--- src/rtl/upsp_frame_ctrl_if.sv ---
// Stream-monitor and frame-strobe bundle between the frame sequencer and the
// input path it observes / drives.
interface upsp_frame_ctrl_if;
    logic mon_tvalid;
    logic mon_tready;
    logic mon_tlast;
    logic upsp_done;
    logic upstart;
    logic upend;

    // Environment side: presents the observed stream and engine completion.
    modport master (
        output mon_tvalid,
        output mon_tready,
        output mon_tlast,
        output upsp_done,
        input  upstart,
        input  upend
    );

    // Sequencer side: observes the stream, issues frame strobes.
    modport slave (
        input  mon_tvalid,
        input  mon_tready,
        input  mon_tlast,
        input  upsp_done,
        output upstart,
        output upend
    );
endinterface

--- src/rtl/upsp_frame_ctrl.sv ---
// Frame sequencer for the super-resolution input stream: issues UPSTART,
// counts row-end handshakes, waits for the Up-Sampling engine to finish and
// issues UPEND. Supports continuous mode, abort, stall timeout, sticky error
// flags and a clean-frame counter.
module upsp_frame_ctrl #(
    parameter int unsigned SRC_IMG_HEIGHT  = 2160,
    parameter int unsigned TIMEOUT_CYCLES  = 1048576,
    parameter int unsigned FRAME_CNT_WIDTH = 16,
    localparam int unsigned ROW_W          = $clog2(SRC_IMG_HEIGHT + 1)
) (
    input  logic                       clk,
    input  logic                       rst,
    input  logic                       cfg_start,
    input  logic                       cfg_continuous,
    input  logic                       cfg_abort,
    upsp_frame_ctrl_if.slave           bus,
    output logic                       busy,
    output logic [ROW_W-1:0]           row_cnt,
    output logic [FRAME_CNT_WIDTH-1:0] frame_cnt,
    output logic                       err_timeout,
    output logic                       err_short,
    output logic                       err_abort
);

    localparam int unsigned TMR_W = (TIMEOUT_CYCLES > 2) ? $clog2(TIMEOUT_CYCLES) : 1;

    localparam logic [ROW_W-1:0] LAST_ROW_IDX = ROW_W'(SRC_IMG_HEIGHT - 1);
    localparam logic [TMR_W-1:0] TMR_LIMIT    = TMR_W'(TIMEOUT_CYCLES - 1);

    typedef enum logic [2:0] {
        S_IDLE,
        S_START,
        S_RUN,
        S_DRAIN,
        S_END
    } state_t;

    state_t           state;
    logic [TMR_W-1:0] timer;

    logic row_hs;
    logic last_row_hs;
    logic progress;
    logic stalled;
    logic any_err;

    // Decode of the monitored stream and the stall/err conditions.
    assign row_hs      = bus.mon_tvalid & bus.mon_tready & bus.mon_tlast;
    assign last_row_hs = row_hs & (row_cnt == LAST_ROW_IDX);
    assign progress    = row_hs | bus.upsp_done;
    assign stalled     = (timer == TMR_LIMIT);
    assign any_err     = err_timeout | err_short | err_abort;

    // Frame sequencer: state, counters, strobes and sticky flags.
    // Abort preempts everything, including the row count of that cycle.
    always_ff @(posedge clk) begin
        if (rst) begin
            state       <= S_IDLE;
            timer       <= '0;
            bus.upstart <= 1'b0;
            bus.upend   <= 1'b0;
            busy        <= 1'b0;
            row_cnt     <= '0;
            frame_cnt   <= '0;
            err_timeout <= 1'b0;
            err_short   <= 1'b0;
            err_abort   <= 1'b0;
        end else begin
            bus.upstart <= 1'b0;
            bus.upend   <= 1'b0;

            case (state)
                S_IDLE: begin
                    if (cfg_start) begin
                        err_timeout <= 1'b0;
                        err_short   <= 1'b0;
                        err_abort   <= 1'b0;
                        bus.upstart <= 1'b1;
                        busy        <= 1'b1;
                        state       <= S_START;
                    end
                end

                S_START: begin
                    row_cnt <= '0;
                    timer   <= '0;
                    if (cfg_abort) begin
                        err_abort <= 1'b1;
                        bus.upend <= 1'b1;
                        state     <= S_END;
                    end else begin
                        state <= S_RUN;
                    end
                end

                S_RUN: begin
                    if (cfg_abort) begin
                        err_abort <= 1'b1;
                        bus.upend <= 1'b1;
                        state     <= S_END;
                    end else if (stalled) begin
                        err_timeout <= 1'b1;
                        bus.upend   <= 1'b1;
                        state       <= S_END;
                    end else begin
                        if (row_hs) begin
                            row_cnt <= row_cnt + ROW_W'(1);
                        end
                        timer <= progress ? '0 : timer + TMR_W'(1);
                        if (last_row_hs) begin
                            if (bus.upsp_done) begin
                                bus.upend <= 1'b1;
                                state     <= S_END;
                            end else begin
                                state <= S_DRAIN;
                            end
                        end else if (bus.upsp_done) begin
                            err_short <= 1'b1;
                            bus.upend <= 1'b1;
                            state     <= S_END;
                        end
                    end
                end

                S_DRAIN: begin
                    if (cfg_abort) begin
                        err_abort <= 1'b1;
                        bus.upend <= 1'b1;
                        state     <= S_END;
                    end else if (stalled) begin
                        err_timeout <= 1'b1;
                        bus.upend   <= 1'b1;
                        state       <= S_END;
                    end else begin
                        timer <= progress ? '0 : timer + TMR_W'(1);
                        if (bus.upsp_done) begin
                            bus.upend <= 1'b1;
                            state     <= S_END;
                        end
                    end
                end

                S_END: begin
                    if (!any_err) begin
                        frame_cnt <= frame_cnt + FRAME_CNT_WIDTH'(1);
                    end
                    if (cfg_continuous && !any_err) begin
                        bus.upstart <= 1'b1;
                        state       <= S_START;
                    end else begin
                        busy  <= 1'b0;
                        state <= S_IDLE;
                    end
                end

                default: begin
                    busy  <= 1'b0;
                    state <= S_IDLE;
                end
            endcase
        end
    end

endmodule

--- src/flat_wrapper.sv ---
// flat-port wrapper written by rule: the top's interface ports become plain ports
module upsp_frame_ctrl_flat 
#(
    parameter int unsigned SRC_IMG_HEIGHT  = 2160,
    parameter int unsigned TIMEOUT_CYCLES  = 1048576,
    parameter int unsigned FRAME_CNT_WIDTH = 16,
    localparam int unsigned ROW_W          = $clog2(SRC_IMG_HEIGHT + 1)
)
  (clk, rst, cfg_start, cfg_continuous, cfg_abort, busy, row_cnt, frame_cnt, err_timeout, err_short, err_abort, bus_mon_tvalid, bus_mon_tready, bus_mon_tlast, bus_upsp_done, bus_upstart, bus_upend);
  upsp_frame_ctrl_if bus_i ();
  input  logic clk;
  input  logic rst;
  input  logic cfg_start;
  input  logic cfg_continuous;
  input  logic cfg_abort;
  output logic busy;
  output logic [ROW_W-1:0] row_cnt;
  output logic [FRAME_CNT_WIDTH-1:0] frame_cnt;
  output logic err_timeout;
  output logic err_short;
  output logic err_abort;
  input wire logic [$bits(bus_i.mon_tvalid)-1:0] bus_mon_tvalid;
  input wire logic [$bits(bus_i.mon_tready)-1:0] bus_mon_tready;
  input wire logic [$bits(bus_i.mon_tlast)-1:0] bus_mon_tlast;
  input wire logic [$bits(bus_i.upsp_done)-1:0] bus_upsp_done;
  output wire logic [$bits(bus_i.upstart)-1:0] bus_upstart;
  output wire logic [$bits(bus_i.upend)-1:0] bus_upend;
  assign bus_i.mon_tvalid = bus_mon_tvalid;
  assign bus_i.mon_tready = bus_mon_tready;
  assign bus_i.mon_tlast = bus_mon_tlast;
  assign bus_i.upsp_done = bus_upsp_done;
  assign bus_upstart = bus_i.upstart;
  assign bus_upend = bus_i.upend;
  upsp_frame_ctrl #(.SRC_IMG_HEIGHT(SRC_IMG_HEIGHT), .TIMEOUT_CYCLES(TIMEOUT_CYCLES), .FRAME_CNT_WIDTH(FRAME_CNT_WIDTH)) u_core (.clk(clk), .rst(rst), .cfg_start(cfg_start), .cfg_continuous(cfg_continuous), .cfg_abort(cfg_abort), .bus(bus_i), .busy(busy), .row_cnt(row_cnt), .frame_cnt(frame_cnt), .err_timeout(err_timeout), .err_short(err_short), .err_abort(err_abort));
endmodule
--- config.mk ---
export PLATFORM = sky130hd
export DESIGN_NAME = upsp_frame_ctrl_flat
export DESIGN_NICKNAME = d
export VERILOG_FILES = /design/src/rtl/upsp_frame_ctrl_if.sv /design/src/rtl/upsp_frame_ctrl.sv /design/src/flat_wrapper.sv
export SDC_FILE = /design/constraint.sdc
export NUM_CORES = 1
export LEC_CHECK = 0
export BUFFER_PORTS_ARGS = -buffer_cell sky130_fd_sc_hd__buf_2
export CAP_MARGIN = 40
export CORE_ASPECT_RATIO = 0.7
export CORE_MARGIN = 2
export CORE_UTILIZATION = 48
export DETAILED_ROUTE_END_ITERATION = 8
export GPL_ROUTABILITY_DRIVEN = 0
export PLACE_DENSITY = 0.79
export SLEW_MARGIN = 0
export SYNTH_ARGS = -nofsm -noshare
export SYNTH_HDL_FRONTEND = slang
export SYNTH_SLANG_ARGS = --single-unit
export TNS_END_PERCENT = 100
--- constraint.sdc ---
create_clock -name clk -period 2.5 [get_ports clk]
set_input_delay 0.375 -clock clk [delete_from_list [all_inputs] [get_ports clk]]
set_output_delay 0.375 -clock clk [all_outputs]
set_load 0.05 [all_outputs]
; Yosys cells after proc, flatten, opt, wreduce, memory -nomap -nowiden
; Cells that the tools add are included.
; Widths: inputs -> output; s select.
[word_totals]
register_bits = 57
input_bits = 9
out_inout_bits = 34
wordCells = 96
[op_classes]
n_addsub = 3
eq_ne = 17
muxes = 41
bitwise = 8
reduce_logical = 17
[op_table]
columns = cell, n
row1 = $mux 20, 3
row2 = $pmux 20 s2, 1
row3 = $mux 12, 3
row4 = $mux 3, 9
row5 = $pmux 12 s2, 1
row6 = $add 20x1->20 const B, 1
row7 = $eq 20x20->1 const B, 1
row8 = $mux 1, 17
row9 = $add 16x1->16 const B, 1
row10 = $ne 2x2->1 const B, 8
row11 = $pmux 3 s5, 1
row12 = $add 12x1->12 const B, 1
row13 = $eq 12x12->1 const B, 1
row14 = $pmux 1 s2, 5
row15 = $reduce_bool 2->1, 5
row16 = $reduce_and 3->1, 3
row17 = $reduce_and 4->1, 2
row18 = $eq 3x2->1 const B, 2
row19 = $ne 2x1->1 const B, 3
row20 = $reduce_and 6->1, 1
row21 = $and 1x1->1, 3
row22 = $eq 3x1->1 const B, 1
row23 = $eq 3x3->1 const B, 1
row24 = $logic_not 3->1, 1
row25 = 8 further kinds, 11

; Longest topological paths before layout
[logic_depth]
ltp_word = 7
depth_mapped = 8
depth_no_buf = 6

; Worst setup path after synthesis
; No wires, ideal clock.
[synth_path]
kind = reg-to-reg
start = reg u_core.timer[0]
end = reg u_core.row_cnt[9]
setup_ps = 77
arrival_time_ps = 1928
required_ps = 2423
slack_ps = 495
stages_incl_launch_ff = 8
n_path_buf = 1
synth_period_minus_slack_ps = 2005
cell_sequence = dfxtp_1 -> ha_1 -> nand3_1 -> nor4_4 -> a311o_2 -> buf_6 -> or4_1 -> a21oi_1
[synth_via]
elab_chain_len = 3
[synth_lines]
columns = item, line
row1 = from (decl), upsp_frame_ctrl.sv:39  ; logic [TMR_W-1:0] timer;
row2 = from (signal assigned), upsp_frame_ctrl.sv:109  ; timer <= progress ? '0 : timer + TMR_W'(1);
row3 = from (signal assigned), upsp_frame_ctrl.sv:135  ; timer <= progress ? '0 : timer + TMR_W'(1);
row4 = $eq 20x20->1, upsp_frame_ctrl.sv:51  ; assign stalled = (timer == TMR_LIMIT);
row5 = $ne 2x2->1 (no source line), -
row6 = $reduce_and 4->1 (no source line), -
row7 = to (signal assigned), upsp_frame_ctrl.sv:107  ; row_cnt <= row_cnt + ROW_W'(1);
row8 = to (decl), upsp_frame_ctrl.sv:18  ; output logic [ROW_W-1:0] row_cnt,
; Every way passes these cells.
; A chain may end at the register's enable or synchronous reset.

; Worst setup path in the final report
[layout_path]
start = reg u_core.timer[0]
end = reg u_core.row_cnt[0]
; Same word-level chain as after synthesis.

==> impl_metrics.csv <==
group,metric,value,unit
route,vias,2690,
route,wl_per_cell,13.81,um
status,status,"complete, no violations",
global_routing,grt_pass1_wl,10380,um
route,drt_pass1_iterations,4,
sta,hold_violations,0,
sta,slew_headroom,53.60,%
logic_synthesis,synth_top_cells_by_area,"dfxtp_1 41%, a21oi_1 6.4%, nor2_1 5.1%, xnor2_1 4.4%, o21ai_0 3.9%",
setup_path,critPathArrivalTime,2.58,ns
logic_synthesis,ys_ff_latch,57,
route,drt_drc_violations_left,0,
clocking,cts_hold_buf,0,
setup_path,startpoint_type,"register",
floorplanning,die_h,67.88,um
power_and_ir_drop,p_total,1.948,mW
placement,dpl_cell_area,3067,um^2
sta,slew_violations,0,
setup_path,worstSetupEndpointType,"register",
logic_synthesis,synth_cell_types,45,
clocking,clockRootBuffer,"clkbuf_8",
cells_and_area,area_growth,16.41,%
global_routing,antenna_found_initial,0,
global_routing,grt_pass1_vias,2287,
logic_synthesis,netlist_area,2798,um^2
logic_synthesis,synth_most_common_cell,"dfxtp_1",
floorplanning,initial_utilization,49.35,%
sta,fin_skew,0.006420,ns
setup_path,worstSetupPathType,"register to register",
global_routing,grt_max_degree,25,
sta,whs,0.2927,ns
clocking,cts_tree,"built",
power_and_ir_drop,powerDensity,598.2,nW/um^2
global_routing,gr-total-overflow,0,
sta,fin_ws,0.2005,ns
logic_synthesis,synth-edff-count,0,
placement,portBuffers,42,
sta,tightest_slew,0.6935,ns
route,drt_wl_total,6437,um
power_and_ir_drop,ir_drop,0.2927,mV
placement,dpl_worst_slack,0.2615,ns
logic_synthesis,yosysWarnings,0,
logic_synthesis,avgSynthCellArea,8.180,um^2
logic_synthesis,async_flop_share,0,%
sta,rsz0062_at_grt,"false",
flow_run,max_cap_violations,0,
min_path,hp-class,"input pin to register",
floorplanning,die-area,6465,um^2
global_routing,track_usage,21.23,%
cells_and_area,fillers,513,
cells_and_area,drive_above_1_share,16.62,%
sta,clock.fmax,434.9,MHz
cells_and_area,nets,398,
power_and_ir_drop,p_leak,1.188,nW
floorplanning,core_area,5669,um^2
logic_synthesis,synth_top_area_share,40.79,%
clocking,cts-buffers-inserted,9,
clocking,clk_latency,0.34,ns
cells_and_area,n_antenna_cell,0,
logic_synthesis,synthFlopType,"dfxtp_1",
floorplanning,die_w,95.25,um
clocking,cts.path.max_buffers,2,
clocking,cts.htree.levels,3,
route,drtIter0Drc,160,
floorplanning,boundaryPins,43,
clocking,clock-sinks,57,
sta,min_period_over_period,91.98,%
logic_synthesis,syn_nets,354,
logic_synthesis,synth_top_area_cell,"dfxtp_1",
cells_and_area,design_area,3257,um^2
setup_path,crit_fanout,21,
route,route.antenna.remaining_nets,0,
sta,tns,0,ns
sta,min_period,2.299,ns
floorplanning,row_count,23,
clocking,clkTransAtPathRegs,0.06,ns
logic_synthesis,ys_seq_area_share,40.79,%
logic_synthesis,ys_top_cells_by_count,"57 x dfxtp_1, 38 x nor2_1, 36 x a21oi_1, 25 x nand2_1, 22 x o21ai_0",
sta,finalSetupViolations,0,
logic_synthesis,synthCells,342,
placement,dp_hpwl,4610,um
setup_path,critical_path_required,2.78,ns
route,vias_per_cell,5.773,
state kept, by name, indices dropped and copies added (netlist names):
name                flops
u_core.timer           20
u_core.frame_cnt       16
u_core.row_cnt         12
u_core.state            3
u_core.bus.upend        1
u_core.bus.upstart      1
u_core.busy             1
u_core.err_abort        1
u_core.err_short        1
u_core.err_timeout      1
placed cells by master, fill, tap and decap left out, types with 4 or more instances in the layout:
cell type	n
nand4_1	14
buf_2	42
nor2_1	38
xnor2_1	14
nand2_1	25
or4_1	9
o31ai_1	6
xor2_1	4
nor3_1	11
or3_1	15
buf_4	5
dfxtp_1	57
inv_1	6
and3_1	8
a21oi_1	36
and4_1	4
nand3_1	17
o21ai_0	22
clkbuf_8	10
stage by stage:
step | cells | utilization, %
after floorplan | 342 | -
after global placement | 450 | 54.09
after detailed placement | 450 | 54.09
after CTS | 466 | 57.43
after global routing | 466 | 57.45
final | 466 | 57.45
timing repair:
action | 4_1_cts | 5_1_grt
setup buffers | 0 | 0
resized for setup | 0 | 1
endpoints found under the setup margin | 0 | 2
area by class of cell:
class / count / area (um^2) / share of cell area, %
clock buffers: 13 / 148.9 / 4.572
flip-flops and latches: 57 / 1141 / 35.04
well taps: 75 / 93.84 / 2.881
repair buffers: 47 / 247.7 / 7.607
clock inverters: 3 / 40.04 / 1.229
inverters: 6 / 22.52 / 0.6915
multi-input cells: 265 / 1563 / 47.98
kinds of logic after synthesis:
kind of cell	after synthesis	synth area share (%)
muxes	2	0.7603
xor gates and xnor gates	18	5.635
DFF	57	40.79
adders and majority gates	3	1.342
AOI/OAI and AO/OA	82	17.35
buffers and inverters	20	3.399
and+or+nand+nor	160	30.72
where the power goes:
part / internal (mW) / total (mW) / switching, mW
sequential: 0.921 / 0.934 / 0.0132
combinational: 0.0513 / 0.178 / 0.127
clock: 0.485 / 0.836 / 0.351
worst paths after layout:
path                            slack, ns            endpoint  depth (start not counted)             start
worst max register to register       0.20   u_core.row_cnt[0]                          6   u_core.timer[0]
worst max-delay path                 0.20   u_core.row_cnt[0]                          6   u_core.timer[0]
worst min register to register       0.50    u_core.err_abort                          2  u_core.err_abort
worst min-delay path                 0.29  u_core.bus.upstart                          3    cfg_continuous
critical path, stage by stage, from the launching register on:
cell	delay, ns
dfxtp_1	0.40
ha_1	0.23
nand3_1	0.24
nor4_4	0.55
a311o_2	0.47
and2_1	0.20
mux2_2	0.14
layer usage:
metal	global-route usage, %	wire length (um)	up-vias
li1	-	-	1351
met1	29.32	3152	1267
met2	30.63	2809	68
met3	6.938	428	4
met4	8.514	46	0
met5	0	0	-
Note: power is estimated with default switching activity, not from simulation.
